$ cat src/rtl/posit_mult_iter.sv
// Iterative posit mantissa multiplier: radix-2^B shift-add over N/B cycles, then
// normalise and combine exponent/regime. Optional Sticky output under MULT_STICKY_EN.
module posit_mult_iter #(
    parameter int N  = 16,
    parameter int ES = 2,
    parameter int RS = $clog2(N),
    parameter int B  = 2
) (
    input  logic              clk,
    input  logic              reset,
    input  logic              in_valid,
    output logic              in_ready,
    input  logic              Sign1,
    input  logic              Sign2,
    input  logic [RS:0]       k1,
    input  logic [RS:0]       k2,
    input  logic [ES-1:0]     Exponent1,
    input  logic [ES-1:0]     Exponent2,
    input  logic [N-1:0]      Mantissa1,
    input  logic [N-1:0]      Mantissa2,
    input  logic              inf1,
    input  logic              inf2,
    input  logic              zero1,
    input  logic              zero2,
    output logic              out_valid,
    input  logic              out_ready,
    output logic [2*N-1:0]    Mult_Mant_N,
    output logic [ES-1:0]     E_O,
    output logic [RS+2:0]     R_O,
    output logic [RS+2:0]     sumR,
    output logic              inf,
    output logic              zero,
    output logic              Sign
`ifdef MULT_STICKY_EN
    ,
    output logic              Sticky
`endif
);

    localparam int STEPS = N / B;
    localparam int CW    = $clog2(STEPS) + 1;

    if (N % B != 0) begin : g_bad_digit_width
        $error("posit_mult_iter: N must be a multiple of B");
    end

    typedef enum logic [1:0] {IDLE, MUL, NORM, DONE} state_t;

    state_t            state, state_nxt;
    logic [2*N-1:0]    mcand_q;
    logic [N-1:0]      mplr_q;
    logic [CW-1:0]     step_q;
    logic [2*N-1:0]    acc_q;
    logic [RS:0]       k1_q, k2_q;
    logic [ES-1:0]     e1_q, e2_q;
    logic              sign_q;
    logic              special;

    logic [2*N-1:0]    pp;
    logic              msb;
    logic [2*N-1:0]    mant_norm;
    logic [ES:0]       sum_e;
    logic signed [RS+2:0] sum_r;
    logic [RS+2:0]     r_o;

    assign special = inf1 | inf2 | zero1 | zero2;

    // NOTE: sequential state uses non-blocking (<=) so every register samples
    // pre-edge values; blocking here would create order-dependent races.
    always_ff @(posedge clk or posedge reset) begin
        if (reset) state <= IDLE;
        else       state <= state_nxt;
    end

    // NOTE: next-state defaults to the current state first, so no path leaves
    // state_nxt unassigned and no latch is inferred.
    always_comb begin
        state_nxt = state;
        case (state)
            IDLE: if (in_valid) state_nxt = special ? DONE : MUL;
            MUL:  if (step_q == CW'(STEPS - 1)) state_nxt = NORM;
            NORM: state_nxt = DONE;
            DONE: if (out_ready) state_nxt = IDLE;
            default: state_nxt = IDLE;
        endcase
    end

    always_comb begin
        in_ready  = (state == IDLE) && !reset;
        out_valid = (state == DONE);
    end

    // One radix-2^B digit: the multiplicand is pre-shifted each step, so only
    // the low B multiplier bits select shifted copies of it.
    always_comb begin
        pp = '0;
        for (int i = 0; i < B; i++) begin
            if (mplr_q[i]) pp = pp + (mcand_q << i);
        end
    end

    always_comb begin
        msb       = acc_q[2*N-1];
        mant_norm = msb ? acc_q : (acc_q << 1);
        sum_e     = {1'b0, e1_q} + {1'b0, e2_q} + (ES+1)'(msb);
        sum_r     = $signed({{2{k1_q[RS]}}, k1_q}) + $signed({{2{k2_q[RS]}}, k2_q})
                  + $signed({{(RS+2){1'b0}}, sum_e[ES]});
        r_o       = sum_r[RS+2] ? RS'(0) - sum_r : sum_r + (RS+3)'(1);
    end

    always_ff @(posedge clk or posedge reset) begin
        if (reset) begin
            mcand_q     <= '0;
            mplr_q      <= '0;
            step_q      <= '0;
            acc_q       <= '0;
            k1_q        <= '0;
            k2_q        <= '0;
            e1_q        <= '0;
            e2_q        <= '0;
            sign_q      <= 1'b0;
            Mult_Mant_N <= '0;
            E_O         <= '0;
            R_O         <= '0;
            sumR        <= '0;
            inf         <= 1'b0;
            zero        <= 1'b0;
            Sign        <= 1'b0;
`ifdef MULT_STICKY_EN
            Sticky      <= 1'b0;
`endif
        end else begin
            case (state)
                IDLE: if (in_valid) begin
                    mcand_q <= {{N{1'b0}}, Mantissa1};
                    mplr_q  <= Mantissa2;
                    step_q  <= '0;
                    acc_q   <= '0;
                    k1_q    <= k1;
                    k2_q    <= k2;
                    e1_q    <= Exponent1;
                    e2_q    <= Exponent2;
                    sign_q  <= Sign1 ^ Sign2;
                    if (special) begin
                        Mult_Mant_N <= '0;
                        E_O         <= '0;
                        R_O         <= '0;
                        sumR        <= '0;
                        inf         <= inf1 | inf2;
                        zero        <= zero1 | zero2;
                        Sign        <= Sign1 ^ Sign2;
`ifdef MULT_STICKY_EN
                        Sticky      <= 1'b0;
`endif
                    end
                end
                MUL: begin
                    acc_q   <= acc_q + pp;
                    mcand_q <= mcand_q << B;
                    mplr_q  <= mplr_q >> B;
                    step_q  <= step_q + CW'(1);
                end
                NORM: begin
                    Mult_Mant_N <= mant_norm;
                    E_O         <= sum_e[ES-1:0];
                    sumR        <= sum_r;
                    R_O         <= r_o;
                    inf         <= 1'b0;
                    zero        <= 1'b0;
                    Sign        <= sign_q;
`ifdef MULT_STICKY_EN
                    Sticky      <= |mant_norm[N-1:0];
`endif
                end
                default: ;
            endcase
        end
    end

endmodule
$ cat config.mk
export PLATFORM = sky130hd
export DESIGN_NAME = posit_mult_iter
export DESIGN_NICKNAME = d
export VERILOG_FILES = /design/src/rtl/posit_mult_iter.sv
export SDC_FILE = /design/constraint.sdc
export NUM_CORES = 1
export LEC_CHECK = 0
export ABC_AREA = 1
export CAP_MARGIN = 20
export CORE_MARGIN = 3
export CORE_UTILIZATION = 45
export DETAILED_ROUTE_END_ITERATION = 6
export GPL_TIMING_DRIVEN = 0
export PLACE_DENSITY_LB_ADDON = 0.15
export SLEW_MARGIN = 20
export SYNTH_ARGS = -nofsm -noshare
export SYNTH_HDL_FRONTEND = slang
export SYNTH_SLANG_ARGS = --single-unit
export TNS_END_PERCENT = 20
$ cat constraint.sdc
create_clock -name clk -period 6.9 [get_ports clk]
set_input_delay 2.07 -clock clk [delete_from_list [all_inputs] [get_ports clk]]
set_output_delay 2.07 -clock clk [all_outputs]
set_load 0.02 [all_outputs]
==> summary.md, run 1 <==
| Metric | Value |
|---|---|
| Status | `finished clean` |
| Area grow syn2layout | `19.4%` |
| Power Density | `480 nW/um^2` |
| Most common cell in the netlist | `nand2_1` |
| Drt total wl | `31100 um` |
| Final clock skew | `16.9 ps` |
| Antenna Cells | `0` |
| Die H | `160 um` |
| Worst path arrival time | `5770 ps` |
| CP Max Fanout | `10` |
| Main flop type after synthesis | `dfrtp_1` |
| Area leader, netlist | `dfrtp_1` |
| Fmax | `182 MHz` |
| IO Pins | `109` |
| Worst slew pin tran | `700 ps` |
| Global-route wire length before repair | `51200 um` |
| Fill cells | `2288` |
| DRC violations left | `0` |
| Leakage | `6.02 nW` |
| Distinct cells, synth | `52` |
| DP HPWL | `24600 um` |
| Synthesized area | `10700 um^2` |
| Hold Path Depth | `2` |
| Total GRT Usage | `0.244` |
| Die Area | `25700 um^2` |
| RSZ-0062 raised after global routing | `no` |
| Max clock buf depth | `2` |
| Post-CTS sizing | `0` |
| GP Congestion | `0.919` |
| Drt wl/cell | `15.9 um` |
| Port bufs | `108` |
| Final Hold Viols | `0` |
| Post-synth top cells | `nand2_1 (374), o21ai_0 (213), inv_1 (182), dfrtp_1 (152), a21oi_1 (87)` |
| Yosys top cell area share | `0.355` |
| Vias in the first global route | `10.1k` |
| HP Start | `sumR[2]$_DFFE_PP0P_` |
| Maximum VDD drop | `0.200 mV` |
| Initial DRC Count | `812` |
| Worst Hold Endpoint | `sumR[2]$_DFFE_PP0P_` |
| Worst setup SP type | `register` |
| Avg Inst Size Synth | `7.11 um^2` |
| Yosys reg bits | `152` |
| Critical Path RT | `7180 ps` |
| Post-synth ARST share | `1.00` |
| EDFF count, synth | `0` |
| Layout cells sized above 1 | `0.0620` |
| Synth Warn # | `0` |
| Die X | `160 um` |
| # Post-CTS Setup Buffers | `0` |
| Depth of the worst register-to-register path | `21` |
| Post-layout util | `0.556` |
| Nets@finish | `1755` |
| # hold bufs at CTS | `0` |
| Final Max Tran Viols | `0` |
| Fin area | `12800 um^2` |
| Max Cap Viol | `0` |
| Sequential fraction of the synthesis area | `0.355` |
| Worst R2R Setup Slack | `1400 ps` |
| Footprint of the multi-input gates | `5930 um^2` |
| Placeable Area | `23000 um^2` |
| Post-Syn Nets | `1627` |
| Largest net degree at the start of global routing | `89` |
| CTS Buf Count | `17` |
| WS Path Type | `reg2reg` |
| Crit path capture type | `register` |
| Initial core utilization | `0.466` |
| Final period util | `0.797` |
| DR vias/cell | `5.37` |
| Post-route minimum period | `5500 ps` |
| Final setup viols | `0` |
| Clock net sink count | `152` |
| Clk root buf | `clkbuf_16` |
| CTS tree | `yes` |
| FF-to-FF End | `acc_q[29]$_DFFE_PP0P_` |
| Origin of the critical flop-to-flop path | `mplr_q[0]$_DFFE_PP0P_` |
| Worst-path clk slew | `70 ps` |
| H-tree depth | `4` |
| Post-Synthesis Cells | `1505` |
| Vias | `10.5k` |
| Cell Area, Placed | `12200 um^2` |
| Skew-Pair Late Insertion Delay | `440 ps` |
| HP Class | `reg2reg` |
| # rows | `55` |
| Pre-antenna DRT Iters | `5` |
| GR Overflow Total | `0` |
| Post-DRT Antenna Nets | `0` |
| Top post-synthesis cells by area | `dfrtp_1 (36%), nand2_1 (13%), o21ai_0 (10%), ha_1 (7.0%), inv_1 (6.4%)` |
| Sequential cell area | `3800 um^2` |
| Initial antenna violation count | `0` |
| Rel. slew slack | `0.533` |
## per-stage QoR
stage / std cells / hold WS (ps) / total power, mW / setup TNS, ps / worst slack, ps
floorplan: 1505 / 448 / 4.02 / 0 / 737
global placement: 1926 / 467 / 5.13 / -230970 / -1530
detailed placement: 1927 / 468 / 5.19 / 0 / 1480
CTS: 1959 / 485 / 6.13 / 0 / 1440
global route: 1959 / 508 / 6.69 / 0 / 1000
finish: 1959 / 483 / 6.13 / 0 / 1400
## how the worst max path moves through the flow
| stage | startpoint | endpoint | slack [ps] | cells past startpoint |
|---|---|---|---|---|
| 2_1_floorplan | reset | E_O[0]$_DFFE_PP0P_ | 740 | 1 |
| 3_3_place_gp | reset | acc_q[27]$_DFFE_PP0P_ | -1530 | 2 |
| 3_5_place_dp | mplr_q[0]$_DFFE_PP0P_ | acc_q[31]$_DFFE_PP0P_ | 1480 | 25 |
| 4_1_cts | mplr_q[0]$_DFFE_PP0P_ | acc_q[31]$_DFFE_PP0P_ | 1440 | 25 |
| 5_1_grt | mplr_q[0]$_DFFE_PP0P_ | acc_q[31]$_DFFE_PP0P_ | 1000 | 25 |
| 6_report | mplr_q[0]$_DFFE_PP0P_ | acc_q[29]$_DFFE_PP0P_ | 1400 | 21 |
## power breakdown
group	internal [mW]	switching [mW]
combinational	1.24	2.43
sequential	1.26	0.280
clock	0.487	0.438
## critical path: stages, from the launching register on
cell and delay [ps]:
dfrtp_1 430, buf_4 230, clkbuf_1 550, clkbuf_1 570, nand2_1 190, inv_1 100
ha_1 280, nand2_1 170, o21ai_0 110, a21oi_1 250, nand3_1 210, or2_2 310
nand3_1 70, o21ai_0 200, ha_1 420, a21oi_1 190, a21boi_0 370, o21ai_0 170
a21oi_1 130, o21ai_0 120, o21ai_0 150, o21ai_0 100
## cells by family after synthesis
| group | after synthesis | synth area share |
|---|---|---|
| compound gates | 430 | 0.225 |
| xor+xnor | 18 | 0.0154 |
| fa+ha+maj | 66 | 0.0813 |
| buf+inv | 252 | 0.0906 |
| flops | 152 | 0.355 |
| simple gates | 587 | 0.233 |
## per-layer routing
| layer | vias to the layer above | GRT usage | part of all wire |
|---|---|---|---|
| met5 | - | 0 | 0 |
| met4 | 0 | 0.0564 | 0.015 |
| met3 | 33 | 0.0379 | 0.057 |
| met1 | 4907 | 0.345 | 0.47 |
| met2 | 302 | 0.395 | 0.46 |
| li1 | 5275 | - | - |
## sequential cells by signal (all words and copies together), names as in the netlist, 2 cells and up
name         cells
e2_q             2
mcand_q         32
R_O              7
e1_q             2
step_q           4
E_O              2
k2_q             5
Mult_Mant_N     32
sumR             7
k1_q             5
acc_q           32
mplr_q          16
state            2
## cell type report
type | instances | area share
Buffer | 52 | 0.0171
Clock buffer | 18 | 0.0344
Clock inverter | 14 | 0.0103
Inverter | 200 | 0.0593
Multi-Input combinational cell | 1101 | 0.464
Sequential cell | 152 | 0.298
Tap cell | 313 | 0.0306
Timing Repair Buffer | 109 | 0.0867
## cells in the final DEF (no fill, tap or decap), types with 4 or more instances in the layout
cell	n
nor2_2	6
dfrtp_1	152
clkdlybuf4s50_1	108
inv_2	14
nand3_1	68
fa_1	6
o21ai_0	213
a31oi_1	11
nor3_1	11
clkbuf_1	44
nand2_2	19
o21bai_1	12
o21ai_1	18
inv_6	6
a21o_1	7
xor2_1	16
o211ai_1	31
or2_2	7
inv_8	4
o31ai_1	4
nand2_1	374
a21boi_0	4
and2_1	4
buf_2	4
inv_1	181
o22ai_1	25
or2_1	7
a21oi_1	87
nor2_1	74
nand4_1	5
clkinv_1	4
ha_1	60
a22o_1	5
clkbuf_16	17
(Power assumes the default switching activity.)
==> run 2, diff against run 1 <==
==> constraint.sdc (replaced) <==
create_clock -name clk -period 4.65 [get_ports clk]
set_input_delay 1.395 -clock clk [delete_from_list [all_inputs] [get_ports clk]]
set_output_delay 1.395 -clock clk [all_outputs]
set_load 0.02 [all_outputs]
==> run 2 against run 1 <==
Clock power rose by 69%. Via count grew 0.85%. Largest power group unchanged. Highest routed layer unchanged. Global-route usage is 0.20 points higher. Total power increased by 53%. Routed wire length rose by 0.87%. Fmax grew 25%. Clock-buffer cell count fell by 1.
==> summary.md, run 2 (synthesis gave the netlist of run 1 again) <==
| Metric | Value |
|---|---|
| Status | `finished clean` |
| Area grow syn2layout | `21.5%` |
| Die X | `160 um (unchanged)` |
| Worst setup SP type | `register` |
| # rows | `55 (unchanged)` |
| Final period util | `0.946 (+0.149)` |
| HP Class | `reg2reg` |
| Sw frac | `0.505 (-0.00758)` |
| Skew-Pair Late Insertion Delay | `440 ps (about the same)` |
| Drt total wl | `31400 um (+0.87%)` |
| CTS Buf Count | `17 (unchanged)` |
| Total Power | `9.36 mW (+53%)` |
| Clock net sink count | `152 (unchanged)` |
| Vias in the first global route | `9963 (-1.2%)` |
| Power Density | `720 nW/um^2 (+50%)` |
| Final Hold Viols | `0 (unchanged)` |
| Die Area | `25700 um^2 (unchanged)` |
| Post-layout util | `0.566 (+0.00969)` |
| FF-to-FF End | `acc_q[31]$_DFFE_PP0P_` |
| RSZ-0062 raised after global routing | `yes` |
| Vias | `10.6k (+0.85%)` |
| Drt wl/cell | `16.0 um (+0.72%)` |
| # hold bufs at CTS | `0 (unchanged)` |
| CP Max Fanout | `19 (+9)` |
| Fill cells | `2232 (-2.4%)` |
| Fin cells | `1962 (+0.15%)` |
| HP Start | `sumR[0]$_DFFE_PP0P_` |
| Depth of the worst register-to-register path | `27 (+29%)` |
| Layout cells sized above 1 | `0.0734 (+0.0114)` |
| Final setup viols | `0 (unchanged)` |
| DP HPWL | `24900 um (+1.3%)` |
| Worst-path clk slew | `70 ps (about the same)` |
| Port bufs | `108 (unchanged)` |
| Post-route minimum period | `4400 ps (-1100 ps)` |
| GR Overflow Total | `0 (unchanged)` |
| Final clock skew | `14.0 ps (-2.89 ps)` |
| Clk root buf | `clkbuf_16` |
| Internal power | `4.63 mW (+55%)` |
| Nets@finish | `1758 (+0.17%)` |
| Worst Hold Endpoint | `sumR[0]$_DFFE_PP0P_` |
| Origin of the critical flop-to-flop path | `mplr_q[0]$_DFFE_PP0P_` |
| Max clock buf depth | `2 (unchanged)` |
| Rel. slew slack | `0.519 (-0.0145)` |
| Footprint of the multi-input gates | `5990 um^2 (+0.99%)` |
| Commonest non-fill, non-tap cell in the layout | `nand2_1` |
| Combinational share of power | `0.589 (-0.009)` |
| Commonest cells after routing, fill and taps aside | `nand2_1 (374), o21ai_0 (205), inv_1 (181)` |
| Max Cap Viol | `0 (unchanged)` |
| CTS tree | `yes` |
| NetSw | `4.73 mW (+50%)` |
| Sequential cell area | `3800 um^2 (about the same)` |
| Worst slew pin tran | `722 ps (+21.7 ps)` |
| Final Max Tran Viols | `0 (unchanged)` |
| GP Congestion | `0.934 (+1.7%)` |
| Post-DRT Antenna Nets | `0 (unchanged)` |
| DR vias/cell | `5.41 (+0.69%)` |
| # Post-CTS Setup Buffers | `0 (unchanged)` |
| WS Path Type | `reg2reg` |
| Global-route wire length before repair | `51200 um (about the same)` |
| Initial DRC Count | `770 (-5.2%)` |
| Total GRT Usage | `0.246 (+0.00195)` |
| Maximum VDD drop | `0.302 mV (+51%)` |
| Worst R2R Setup Slack | `250 ps (-1150 ps)` |
| Antenna Cells | `0 (unchanged)` |
| Leakage | `6.10 nW (+1.3%)` |
| Inst Count DP | `1931 (+0.21%)` |
| Setup ws final | `253 ps (-1150 ps)` |
| Sequential Power Share | `0.244 (-0.007)` |
| Dpl ws | `-744 ps (-2230 ps)` |
| DRC violations left | `0 (unchanged)` |
| Pre-antenna DRT Iters | `5 (unchanged)` |
| Placeable Area | `23000 um^2 (unchanged)` |
| Clock share of power | `0.167 (+0.016)` |
| Fmax | `227 MHz (+25%)` |
| Crit path capture type | `register` |
| Top Registers | `Mult_Mant_N x32, acc_q x32, mcand_q x32` |
| Initial core utilization | `0.466 (unchanged)` |
| H-tree depth | `4 (unchanged)` |
| Die H | `160 um (unchanged)` |
| Largest net degree at the start of global routing | `35 (-61%)` |
| Critical Path RT | `4970 ps (-2210 ps)` |
| Worst path arrival time | `4720 ps (-1050 ps)` |
| Initial antenna violation count | `0 (unchanged)` |
| Hold Path Depth | `2 (unchanged)` |
| IO Pins | `109 (unchanged)` |
run 2: changes by cell type in the layout (fill, tap and decap cells not counted), moves of 2 or more:
cell	delta
a21oi_1	-4
bufinv_16	+3
ha_1	-2
o21ai_1	+5
a21oi_2	+4
clkinv_8	+3
o21ai_0	-8
inv_6	-2
o21ai_2	+3
buf_12	+5
clkbuf_1	-2
run 2: routing by layer:
layer  vias up  part of all wire  track usage
met5         -                 0            0
met1      4988              0.48        0.348
met3        36             0.053       0.0306
li1       5282                 -            -
met4         0             0.017       0.0663
met2       300              0.45        0.398
run 2: layout make-up:
cell class	count	area share
plain buffers	51	0.0174
well taps	313	0.0301
clock inverters	15	0.0178
flip-flops and latches	152	0.293
inverters	200	0.0580
repair buffers	113	0.0908
clock buffers	17	0.0327
multi-input cells	1101	0.461
run 2: power by group through the flow:
stage                     Clock (mW)  Combinational [mW]  Sequential [mW]
after global routing            1.64                6.19             2.36
final                           1.56                5.51             2.29
after global placement             0                5.31             2.28
after CTS                       1.58                5.44             2.28
after detailed placement           0                5.41             2.30
after floorplan                    0                3.58             2.38
run 2: stage by stage:
stage,area (um^2),setup TNS [ps],hold slack [ps]
after floorplan,10700,0,448
after global placement,12200,-8770,465
after detailed placement,12300,-4390,472
after CTS,12900,0,489
after global routing,13000,-86.2,507
final,13000,0,479
run 2: worst max-delay path by stage:
stage / from / to / slack [ps]
floorplan: mplr_q[0]$_DFFE_PP0P_ / acc_q[31]$_DFFE_PP0P_ / 740
global placement: mplr_q[0]$_DFFE_PP0P_ / acc_q[31]$_DFFE_PP0P_ / -740
detailed placement: mplr_q[0]$_DFFE_PP0P_ / acc_q[31]$_DFFE_PP0P_ / -740
CTS: mplr_q[0]$_DFFE_PP0P_ / acc_q[31]$_DFFE_PP0P_ / 20
global route: mplr_q[0]$_DFFE_PP0P_ / acc_q[31]$_DFFE_PP0P_ / -40
finish: mplr_q[0]$_DFFE_PP0P_ / acc_q[31]$_DFFE_PP0P_ / 250
run 2: timing repair:
action                                  CTS  global route
endpoints found under the hold margin     0             0
pin swaps                                 0             1
endpoints found under the setup margin   17            13
gates resized for setup                   3            25
run 2: worst max-delay path: stages (launching register included):
cell and delay (ps):
dfrtp_2 430, buf_8 200, nand2_1 70, inv_1 70
ha_1 180, inv_1 60, fa_1 380, nand3b_1 200
nor2_1 170, or2_4 180, nand3_1 130, nand3_2 150
nand2_1 60, nand3_1 80, or2_1 110, nand3_1 80
o21ai_2 130, ha_1 330, nand2_1 130, inv_1 60
a21oi_1 200, nor2_1 80, a2111oi_2 200, nand3_1 200
inv_1 90, nand3_1 80, nand3_1 170, nand2_1 70
==> run 3, diff against run 2 <==
--- a/config.mk
+++ b/config.mk
@@ -12,6 +12,7 @@
 export DETAILED_ROUTE_END_ITERATION = 6
 export GPL_TIMING_DRIVEN = 0
 export PLACE_DENSITY_LB_ADDON = 0.15
+export RECOVER_POWER = 25
 export SLEW_MARGIN = 20
 export SYNTH_ARGS = -nofsm -noshare
 export SYNTH_HDL_FRONTEND = slang
==> run 3 against run 2 <==
Routed wire length decreased by 0.20%. The run now ends with max-capacitance violations, max-slew violations left. Critical endpoint unchanged. Critical path depth down 2. Non-clock buffer count unchanged. Largest power group unchanged.
==> summary.md, run 3 (synthesis gave the netlist of run 1 again) <==
| Metric | Value |
|---|---|
| Antenna Cells | `0 (unchanged)` |
| Nets@finish | `1758 (unchanged)` |
| Final Max Tran Viols | `33 (+33)` |
| Fill cells | `2238 (+0.27%)` |
| Maximum VDD drop | `0.302 mV (-0.15%)` |
| Power Density | `722 nW/um^2 (+0.36%)` |
| Total GRT Usage | `0.246 (unchanged)` |
| Hold WS | `479 ps (-0.0480 ps)` |
| DP HPWL | `24900 um (unchanged)` |
| Vias in the first global route | `9963 (unchanged)` |
| Fin cells | `1962 (unchanged)` |
| Layout cells sized above 1 | `0.0716 (-0.00182)` |
| Fmax | `227 MHz (about the same)` |
| IO Pins | `109 (unchanged)` |
| Leakage | `6.08 nW (-0.28%)` |
| DR vias/cell | `5.39 (-0.38%)` |
| Crit path capture type | `register` |
| Post-DRT Antenna Nets | `0 (unchanged)` |
| Pre-antenna DRT Iters | `5 (unchanged)` |
| Worst path arrival time | `4720 ps (about the same)` |
| Commonest cells after routing, fill and taps aside | `nand2_1 (374), o21ai_0 (205), inv_1 (181)` |
| Final setup viols | `0 (unchanged)` |
| Rel. slew slack | `-0.124 (-0.643)` |
| # Post-CTS Setup Buffers | `0 (unchanged)` |
| Global-route wire length before repair | `51200 um (unchanged)` |
| GP Congestion | `0.934 (unchanged)` |
| Commonest non-fill, non-tap cell in the layout | `nand2_1` |
| Initial DRC Count | `793 (+3.0%)` |
| CTS tree | `yes` |
| Skew-Pair Late Insertion Delay | `450 ps (about the same)` |
| Max Cap Viol | `1 (+1)` |
| Failing checks | `max-capacitance violations, max-slew violations` |
| WS Path Type | `reg2reg` |
| DRC violations left | `0 (unchanged)` |
| Vias | `10.6k (-0.38%)` |
| CP Max Fanout | `19 (unchanged)` |
| Port bufs | `108 (unchanged)` |
| Worst setup SP type | `register` |
| Area grow syn2layout | `21.0%` |
| Max clock buf depth | `2 (unchanged)` |
| RSZ-0062 raised after global routing | `yes` |
| Worst-path clk slew | `80 ps (about the same)` |
| Drt wl/cell | `16.0 um (-0.20%)` |
| Final period util | `0.946 (about the same)` |
| H-tree depth | `4 (unchanged)` |
| Clock net sink count | `152 (unchanged)` |
| Largest net degree at the start of global routing | `35 (unchanged)` |
| # rows | `55 (unchanged)` |
| Total Power | `9.35 mW (about the same)` |
| Drt total wl | `31300 um (-0.20%)` |
| HP Class | `reg2reg` |
| Status | `finished with violations` |
| Worst slew pin tran | `1690 ps (+964 ps)` |
| GR Overflow Total | `0 (unchanged)` |
| Initial antenna violation count | `0 (unchanged)` |
| CTS Buf Count | `17 (unchanged)` |
| Die X | `160 um (unchanged)` |
| Top Registers | `Mult_Mant_N x32, acc_q x32, mcand_q x32` |
| Clk root buf | `clkbuf_16` |
| Post-layout util | `0.563 (-0.00250)` |
| Die Area | `25700 um^2 (unchanged)` |
| Placeable Area | `23000 um^2 (unchanged)` |
| Post-route minimum period | `4400 ps (+2.27 ps)` |
| Inst Count DP | `1931 (unchanged)` |
| Initial core utilization | `0.466 (unchanged)` |
| Final Hold Viols | `0 (unchanged)` |
| Final clock skew | `18.4 ps (+4.41 ps)` |
| Die H | `160 um (unchanged)` |
| Critical Path RT | `4980 ps (about the same)` |
==> run 3: per-stage QoR <==
| stage | TNS, ps | instance area, um^2 | setup WS, ps |
|---|---|---|---|
| after floorplan | 0 | 10700 | 738 |
| after global placement | -8770 | 12200 | -738 |
| after detailed placement | -4390 | 12300 | -744 |
| after CTS | 0 | 12900 | 16.1 |
| after global routing | -86.2 | 12900 | -43.3 |
| final | 0 | 12900 | 250 |
==> run 3: final cells by class <==
cell class / count / area, um^2 / share of cell area
Multi-Input combinational cell: 1101 / 5990 / 0.463
Tap cell: 313 / 392 / 0.0302
Clock buffer: 17 / 425 / 0.0329
Clock inverter: 15 / 231 / 0.0179
Inverter: 200 / 752 / 0.0581
Buffer: 51 / 226 / 0.0175
Sequential cell: 152 / 3800 / 0.294
Timing Repair Buffer: 113 / 1130 / 0.0870
==> run 3: where the power goes <==
group          switching [mW]  internal [mW]  total [mW]
clock                   0.682          0.880        1.56
sequential              0.416           1.87        2.29
combinational            3.63           1.87        5.50
==> run 3: critical path: stages, from the launching register on <==
cell,delay [ps]
dfrtp_2,450
buf_8,180
clkbuf_4,220
nand2_1,110
inv_1,50
ha_1,320
nand2_1,170
o21ai_0,140
a21oi_1,200
nand3_1,190
nand2_1,110
nand2_1,70
or2_1,210
nand3_1,60
o21ai_1,140
ha_1,400
nand2_1,90
nand2_1,70
a21oi_1,190
nor2_1,80
a2111oi_2,200
nand3_1,190
inv_1,90
nand3_1,80
nand3_1,170
nand2_1,70
==> run 3: worst paths after layout <==
kind / endpoint / slack [ps] / from / depth (start not counted)
setup / recovery: acc_q[31]$_DFFE_PP0P_ / 250 / mplr_q[0]$_DFFE_PP0P_ / 25
hold / removal: sumR[0]$_DFFE_PP0P_ / 480 / sumR[0]$_DFFE_PP0P_ / 2
setup reg to reg: acc_q[31]$_DFFE_PP0P_ / 250 / mplr_q[0]$_DFFE_PP0P_ / 25
hold reg to reg: sumR[0]$_DFFE_PP0P_ / 480 / sumR[0]$_DFFE_PP0P_ / 2
max in group asynchronous: acc_q[23]$_DFFE_PP0P_ / 640 / reset / 4
min in group asynchronous: mplr_q[6]$_DFFE_PP0P_ / 1490 / reset / 2
==> run 3: layer usage <==
metal  vias up  part of all wire  wire [um]  GRT usage
li1       5280                 -          -          -
met1      4955              0.47      14800      0.348
met2       298              0.45      14200      0.398
met3        33             0.055       1710     0.0306
met4         0             0.018        567     0.0663
met5         -                 0          0          0
==> run 3: repair_timing <==
action / in CTS / in global routing
cloned: 0 / 0
pin swaps: 0 / 1
hold buffers: 0 / 0
gates resized for setup: 3 / 25
setup endpoints to repair: 17 / 13
